--- src/rtl/fp_ll_wb_arbiter.sv ---
// FP long-latency write-port arbiter: merges FP load responses (via a
// branch-aware buffer) with the ll_fresp stream into one registered
// FP regfile write port plus fflags report.
module fp_ll_wb_arbiter #(
  parameter int MEM_Q_DEPTH  = 2,
  parameter int STARVE_LIMIT = 4
) (
  input  logic        clock,
  input  logic        reset,
  input  logic        io_mem_valid,
  input  logic [6:0]  io_mem_bits_uop_pdst,
  input  logic [6:0]  io_mem_bits_uop_rob_idx,
  input  logic [19:0] io_mem_bits_uop_br_mask,
  input  logic [64:0] io_mem_bits_data,
  input  logic        io_ll_valid,
  output logic        io_ll_ready,
  input  logic [6:0]  io_ll_bits_uop_pdst,
  input  logic [6:0]  io_ll_bits_uop_rob_idx,
  input  logic [19:0] io_ll_bits_uop_br_mask,
  input  logic [64:0] io_ll_bits_data,
  input  logic        io_ll_bits_fflags_valid,
  input  logic [4:0]  io_ll_bits_fflags_bits_flags,
  input  logic [19:0] io_brupdate_b1_resolve_mask,
  input  logic [19:0] io_brupdate_b1_mispredict_mask,
  input  logic        io_flush,
  output logic        io_wb_valid,
  output logic [6:0]  io_wb_pdst,
  output logic [64:0] io_wb_data,
  output logic [6:0]  io_wb_rob_idx,
  output logic        io_fflags_valid,
  output logic [6:0]  io_fflags_rob_idx,
  output logic [4:0]  io_fflags_flags,
  output logic        io_mem_q_full,
  output logic        io_overflow_err
);
  localparam int PW = $clog2(MEM_Q_DEPTH);
  localparam int CW = $clog2(MEM_Q_DEPTH + 1);
  localparam int SW = $clog2(STARVE_LIMIT + 1);

  typedef struct packed {
    logic        vld;
    logic [6:0]  pdst;
    logic [6:0]  rob_idx;
    logic [19:0] br_mask;
    logic [64:0] data;
  } mem_ent_t;

  typedef struct packed {
    logic        vld;
    logic [6:0]  pdst;
    logic [6:0]  rob_idx;
    logic [19:0] br_mask;
    logic [64:0] data;
    logic        ff_vld;
    logic [4:0]  flags;
  } out_reg_t;

  mem_ent_t        q [MEM_Q_DEPTH];
  logic [PW-1:0]   head_ptr, tail_ptr;
  logic [CW-1:0]   count;
  logic [SW-1:0]   starve_cnt;
  out_reg_t        r;

  logic     q_empty, q_full, starved, ll_win, deq, mem_ok, enq, ovf;
  mem_ent_t head;
  logic [19:0] res, misp;

  assign res  = io_brupdate_b1_resolve_mask;
  assign misp = io_brupdate_b1_mispredict_mask;

  // Arbitration and buffer control; ready never looks at io_ll_bits.
  always_comb begin
    q_empty     = (count == '0);
    q_full      = (count == CW'(MEM_Q_DEPTH));
    head        = q[head_ptr];
    starved     = (starve_cnt == SW'(STARVE_LIMIT));
    ll_win      = io_ll_valid && (q_empty || starved);
    io_ll_ready = !io_flush && (q_empty || (io_ll_valid && starved));
    deq         = !io_flush && !ll_win && !q_empty;
    mem_ok      = io_mem_valid && !io_flush && ((io_mem_bits_uop_br_mask & misp) == '0);
    // A full buffer can still accept when the head leaves this same cycle.
    enq         = mem_ok && (!q_full || deq);
    ovf         = mem_ok && q_full && !deq;
  end

  // Memory-response buffer: branch update on every entry, then enqueue/dequeue.
  always_ff @(posedge clock or negedge reset) begin
    if (!reset) begin
      for (int i = 0; i < MEM_Q_DEPTH; i++) q[i] <= '0;
      head_ptr <= '0;
      tail_ptr <= '0;
      count    <= '0;
    end else if (io_flush) begin
      head_ptr <= '0;
      tail_ptr <= '0;
      count    <= '0;
    end else begin
      for (int i = 0; i < MEM_Q_DEPTH; i++) begin
        q[i].vld     <= q[i].vld && ((q[i].br_mask & misp) == '0);
        q[i].br_mask <= q[i].br_mask & ~res;
      end
      // Later assignment wins: a new entry may reuse the slot the head just vacated.
      if (enq) begin
        q[tail_ptr] <= '{vld: 1'b1, pdst: io_mem_bits_uop_pdst,
                         rob_idx: io_mem_bits_uop_rob_idx,
                         br_mask: io_mem_bits_uop_br_mask & ~res,
                         data: io_mem_bits_data};
        tail_ptr <= tail_ptr + PW'(1);
      end
      if (deq) head_ptr <= head_ptr + PW'(1);
      count <= count + CW'(enq) - CW'(deq);
    end
  end

  // Sticky drop indicator, cleared only by reset.
  always_ff @(posedge clock or negedge reset) begin
    if (!reset)   io_overflow_err <= 1'b0;
    else if (ovf) io_overflow_err <= 1'b1;
  end

  // Count consecutive lost arbitrations of a waiting ll uop.
  always_ff @(posedge clock or negedge reset) begin
    if (!reset)                                  starve_cnt <= '0;
    else if (!io_ll_valid || (ll_win && !io_flush)) starve_cnt <= '0;
    else if (!io_ll_ready && !starved)           starve_cnt <= starve_cnt + SW'(1);
  end

  // Output register reloads every cycle from the arbitration winner.
  always_ff @(posedge clock or negedge reset) begin
    if (!reset) begin
      r <= '0;
    end else if (io_flush) begin
      r.vld <= 1'b0;
    end else if (ll_win) begin
      r <= '{vld: (io_ll_bits_uop_br_mask & misp) == '0,
             pdst: io_ll_bits_uop_pdst, rob_idx: io_ll_bits_uop_rob_idx,
             br_mask: io_ll_bits_uop_br_mask & ~res, data: io_ll_bits_data,
             ff_vld: io_ll_bits_fflags_valid, flags: io_ll_bits_fflags_bits_flags};
    end else if (!q_empty) begin
      // Killed entries still drain through here, just marked invalid.
      r <= '{vld: head.vld && ((head.br_mask & misp) == '0),
             pdst: head.pdst, rob_idx: head.rob_idx,
             br_mask: head.br_mask & ~res, data: head.data,
             ff_vld: 1'b0, flags: 5'd0};
    end else begin
      r.vld <= 1'b0;
    end
  end

  assign io_wb_valid       = r.vld && ((r.br_mask & misp) == '0) && !io_flush;
  assign io_wb_pdst        = r.pdst;
  assign io_wb_data        = r.data;
  assign io_wb_rob_idx     = r.rob_idx;
  assign io_fflags_valid   = io_wb_valid && r.ff_vld;
  assign io_fflags_rob_idx = r.rob_idx;
  assign io_fflags_flags   = r.flags;
  assign io_mem_q_full     = q_full;

endmodule

--- config.mk ---
export PLATFORM = sky130hd
export DESIGN_NAME = fp_ll_wb_arbiter
export DESIGN_NICKNAME = d
export VERILOG_FILES = /design/src/rtl/fp_ll_wb_arbiter.sv
export SDC_FILE = /design/constraint.sdc
export NUM_CORES = 1
export LEC_CHECK = 0
export CAP_MARGIN = 5
export CELL_PAD_IN_SITES_DETAIL_PLACEMENT = 1
export CELL_PAD_IN_SITES_GLOBAL_PLACEMENT = 1
export CORE_AREA = 2 2 171 215
export CTS_BUF_LIST = sky130_fd_sc_hd__clkbuf_8 sky130_fd_sc_hd__clkbuf_16
export CTS_CLUSTER_DIAMETER = 60
export DETAILED_ROUTE_END_ITERATION = 10
export DIE_AREA = 0 0 173 217
export DONT_BUFFER_PORTS = 1
export GPL_TIMING_DRIVEN = 0
export PLACE_DENSITY_LB_ADDON = 0.1
export SLEW_MARGIN = 20
export SYNTH_ARGS = -nofsm -noshare
export SYNTH_HDL_FRONTEND = slang
export SYNTH_SLANG_ARGS = --single-unit
--- constraint.sdc ---
create_clock -name clock -period 2.2 [get_ports clock]
set_clock_uncertainty 0.1 [all_clocks]
set_input_delay 0 -clock clock [delete_from_list [all_inputs] [get_ports clock]]
set_output_delay 0 -clock clock [all_outputs]
set_load 0.02 [all_outputs]
Yosys cells after proc, flatten, opt, wreduce, memory -nomap -nowiden. Cells that the tools add are included. Widths: inputs -> output; s select.

Add/sub/neg operators: 5. Magnitude comparators: 3. Equal/unequal tests: 3. Muxes and demuxes: 18. Bitwise operators: 15. Reduce and logical (&&, ||, !) cells: 43.

Operator list (number): $mux 100 (4); $and 20x20->20 (11); $bwmux 200 (1); $mux 200 (1); $logic_not 20->1 (6); $mux 106 (1); $mux 105 (1); $demux 100 s1 (1); $not 20->20 (1); $logic_and 1x1->1 (19); $logic_not 1->1 (8); $mux 1 (6); $mux 3 (2); $reduce_bool 2->1 (3); $ge 2x2->1 const B (2); $logic_or 1x1->1 (4); $not 1->2 (2); $reduce_and 2->1 (2); $add 3x1->3 const B (1); $eq 3x3->1 const B (1); $add 1x1->1 const B (2); $add 2x1->2 (1); $eq 2x2->1 const B (1); $logic_not 2->1 (1); 5 further kinds (5).

Register bits: 314. Input port bits: 249. Output and inout bits: 96.

Depth between registers and ports, before layout.
Word-level depth: 11. Mapped depth: 11. Gate-level depth less buffers: 10.

Worst setup path before layout. No wires, ideal clock.

Path kind: register to register. Start: register starve_cnt[0]. End: register count[0]. Setup time: 0.132 ns. Data arrival time: 2.064 ns. Required time: 1.968 ns. Setup slack: -0.096 ns. Stages on the path, launching flop included: 11. Path buffers: 1. Clock period less this slack: 2.296 ns. Cells stage by stage: dfrtp_1 -> inv_1 -> ha_1 -> and3_1 -> o21ai_1 -> clkbuf_1 -> nand2_1 -> ha_1 -> inv_1 -> ha_1 -> nor2b_1.

Longest elaborated chain between the ends: 11.

RTL lines: start: declaration (RTL line 61) `logic [SW-1:0] starve_cnt;`; start signal: assignment (RTL line 125) `else if (!io_ll_ready && !starved) starve_cnt <= starve_cnt + SW'(1);`; $eq 3x3->1 (*) (RTL line 76) `starved = (starve_cnt == SW'(STARVE_LIMIT));`; $logic_or 1x1->1 (*) (RTL line 77) `ll_win = io_ll_valid && (q_empty || starved);`; $logic_and 1x1->1 (*) (RTL line 77); $logic_not 1->1 (*) (RTL line 79) `deq = !io_flush && !ll_win && !q_empty;`; $logic_and 1x1->1 (*) (2 in a row) (RTL line 79); $logic_or 1x1->1 (RTL line 82) `enq = mem_ok && (!q_full || deq);`; $logic_and 1x1->1 (RTL line 82); $add 2x1->2 (RTL line 111) `count <= count + CW'(enq) - CW'(deq);`; $sub 2x1->2 (*) (RTL line 111); $mux 2 (*) (RTL line 93) `end else if (io_flush) begin`; end signal: assignment (RTL line 111); end: declaration (RTL line 60) `logic [CW-1:0] count;`.

Mark *: on every way between the ends. The rest lies on a longest branch, timed or not. A chain may end at the register's enable or synchronous reset.

==> out/results.tsv <==
stage	metric	value	unit
placed_design	gp_congestion	0.9339	
timing	period_share	106.8	%
floorplanning	fp.dieH	217	um
timing	setup_viol	88	
floorplanning	coreArea	0.03572	mm^2
floorplanning	die_w	173	um
logic_synthesis	synth_area_per_cell	10.74	um^2
setup_path	critPathMaxFanout	6	
clocking	cts_sinks	314	
logic_synthesis	yosys_register_bits	314	
timing	hold_viol_final	314	
logic_synthesis	yosys-top-cells-area	dfrtp_1 50%, mux2_2 7.1%, mux2i_1 6.4%, o21ai_0 5.8%, mux2_1 5.7%	
power_and_ir_drop	combPwrFrac	32.4	%
timing	finalSetupTns	-7.778	ns
logic_synthesis	netlist_area	0.01574	mm^2
setup_path	crit_cells	9	
clocking	insertion_delay	0.53	ns
timing	hold_ws	-0.9308	ns
finish	stdcell_area	0.02152	mm^2
finish	nNetsFinal	2051	
placed_design	numPortBuffers	0	
detailed_routing	vias_per_cell	5.736	
setup_path	worst_path_max_delay_cell	dfrtp_1	
setup_path	worstPathCellList	inv_2, ha_4, and3_4, o21ai_4, and3_4, and2_4, clkbuf_16, clkbuf_16, mux2_4	
detailed_routing	routed_wl	59990	um
setup_path	r2r_cells	9	
timing	worstMarginPinSlew	1.680	ns
timing	min_period	2.350	ns
flow_run	maxCapViolCount	0	
detailed_routing	drc	0	
power_and_ir_drop	p_int	12.93	mW
timing	setup_ws	-0.1503	ns
power_and_ir_drop	sw_frac_of_total	35.61	%
setup_path	crit_type	register to register	
floorplanning	num_rows	78	
setup_path	critPathMaxStageDelay	0.39	ns
detailed_routing	drt_iter0_markers	799	
clocking	cts_tree	built	
clocking	clk_pin_slew	0.06	ns
setup_path	path_buf_inv	3	
detailed_routing	postRouteAntennaNets	0	
worst_hold_path	hp-class	input port to async pin	
logic_synthesis	synth_most_common_cell	dfrtp_1	
power_and_ir_drop	clkPwrFrac	30.4	%
power_and_ir_drop	peakVddDrop	0.9559	mV
logic_synthesis	yosysUniqueCellTypes	49	
grt	grt_max_degree	315	
logic_synthesis	ys.flop_type	dfrtp_1	
detailed_routing	vias	13250	
setup_path	cp-end-kind	register	
logic_synthesis	yosysWarnings	0	
power_and_ir_drop	powerDensity	932.6	mW/mm^2
floorplanning	initial_core_util	44.06	%
placed_design	dp_slack	-1.227	ns
status	status	complete, but fails checks	
logic_synthesis	seq_area_frac_synth	49.92	%
timing	slew_headroom	-11.99	%
grt	grt_usage	30.41	%
power_and_ir_drop	finalPower	20.07	mW
clocking	cts_buffers	36	
floorplanning	die-area	0.03754	mm^2
finish	syn2layout_area_growth	36.76	%
timing	slew_viol_final	101	
logic_synthesis	synthCells	1466	
power_and_ir_drop	p_leak	9.890	nW
grt	antenna_found_initial	4	
logic_synthesis	synth_nets	1719	
setup_path	startpoint_type	register	
setup_path	required	2.51	ns
finish	drive_gt1_share	25.16	%
clocking	clk_path_buf_depth	3	
grt	grt_first_pass_wirelength	88130	um
logic_synthesis	yosys.area.top_type_share	49.92	%
clocking	cts_max_level	2	
detailed_routing	drtPass1Iterations	4	
finish	fin_cells	2310	
floorplanning	io_pins	345	
logic_synthesis	async_flop_share	100.0	%
timing	max_freq	425.5	MHz
grt	grt_pass1_vias	14590	
placed_design	dpl_cell_area	0.01634	mm^2
logic_synthesis	synth_edf_count	0	
logic_synthesis	yosysTopAreaCell	dfrtp_1	
grt	grt_overflow	0	
status	violations	negative hold slack, max-slew violations, negative setup slack	
setup_path	crit_family	simple AND/OR/NAND/NOR gates	
power_and_ir_drop	power_frac_seq	37.2	%
finish	fin_util	60.26	%
power_and_ir_drop	power.switching	7.148	mW
setup_path	crit_arrival	2.66	ns
logic_synthesis	yosys-top-cells-count	314 x dfrtp_1, 225 x nand2_1, 183 x o21ai_0, 100 x mux2i_1, 99 x mux2_2	
placed_design	place_hpwl	37380	um
placed_design	place_inst	1946	
timing	rsz0062_at_grt	true	
clocking	cts_root_buffer	clkbuf_16	
detailed_routing	avgRoutedWirePerCell	25.97	um
[cells by family after synthesis]
kind of cell / after synthesis / share of synthesized area, %
simple gates: 338 / 9.738
compound gates: 330 / 13.29
fa+ha+maj: 4 / 0.3180
flops: 314 / 49.92
mux: 278 / 19.10
buf+inv: 199 / 7.465
xor+xnor: 3 / 0.1670
[layer usage]
metal / share of wire (%) / wire (um) / global-route usage, %
met1: 38 / 22970 / 34.76
met2: 50 / 30240 / 53.51
met3: 6.0 / 3604 / 7.198
met4: 5.3 / 3174 / 14.86
met5: 0 / 0 / 0
[final timing paths]
kind / startpoint / end / slack [ns]
min in group clock: io_brupdate_b1_mispredict_mask[13] / q[199] / 0.04
min: reset / q[172] / -0.93
max reg2reg: starve_cnt[0] / register / -0.15
max: starve_cnt[0] / register / -0.15
min reg2reg: io_wb_pdst[0] / io_wb_pdst[0] / 0.38
max in group asynchronous: reset / q[84] / 1.58
[layout by cell type, fill, tap and decap left out, drive strengths merged, types with 3 or more instances in the layout]
cell         netlist  final
dfrtp            314    314
dlygate4sd3        0    262
nand2            225    225
o21ai            184    184
mux2             178    178
buf              121    148
clkbuf            59    108
mux2i            100    100
nor2b             32     32
inv               19     29
a22o              25     25
nand2b            21     21
o31ai             20     20
a221oi            19     19
nand4             18     18
a22oi             18     18
a21oi             15     15
a221o             13     13
o211ai            12     12
nor2              12     12
nand3             12     12
a211o              7      7
o311ai             7      7
clkinv             0      7
diode              0      6
and3               6      6
ha                 4      4
and2               3      3
nor3               3      3
[final cells by class]
class,count,area [um^2]
clock buffers,44,1022
inverters,19,71.32
repair buffers,295,3154
well taps,480,600.6
diodes,6,15.01
flip-flops and latches,314,7860
fillers,3758,14190
plain buffers,179,1410
clock inverters,20,163.9
multi-input cells,953,7227
[timing repair]
| action | CTS | global route |
|---|---|---|
| setup endpoints to repair | 310 | 285 |
| pin swaps | 10 | 9 |
| resized for setup | 91 | 203 |
| buffers inserted | 7 | 13 |
| endpoints found under the hold margin | 626 | 315 |
| cloned | 0 | 14 |
| hold buffers | 261 | 1 |
[power groups by stage]
| stage | Combinational [mW] | Sequential, mW | Clock [mW] |
|---|---|---|---|
| global placement | 5.44 | 7.45 | 0 |
| detailed placement | 5.53 | 7.49 | 0 |
| finish | 6.50 | 7.47 | 6.10 |
| floorplan | 4.43 | 7.25 | 0 |
| global route | 6.97 | 7.56 | 6.43 |
| CTS | 6.22 | 7.40 | 6.20 |
Power figures use the tool's default switching activity.
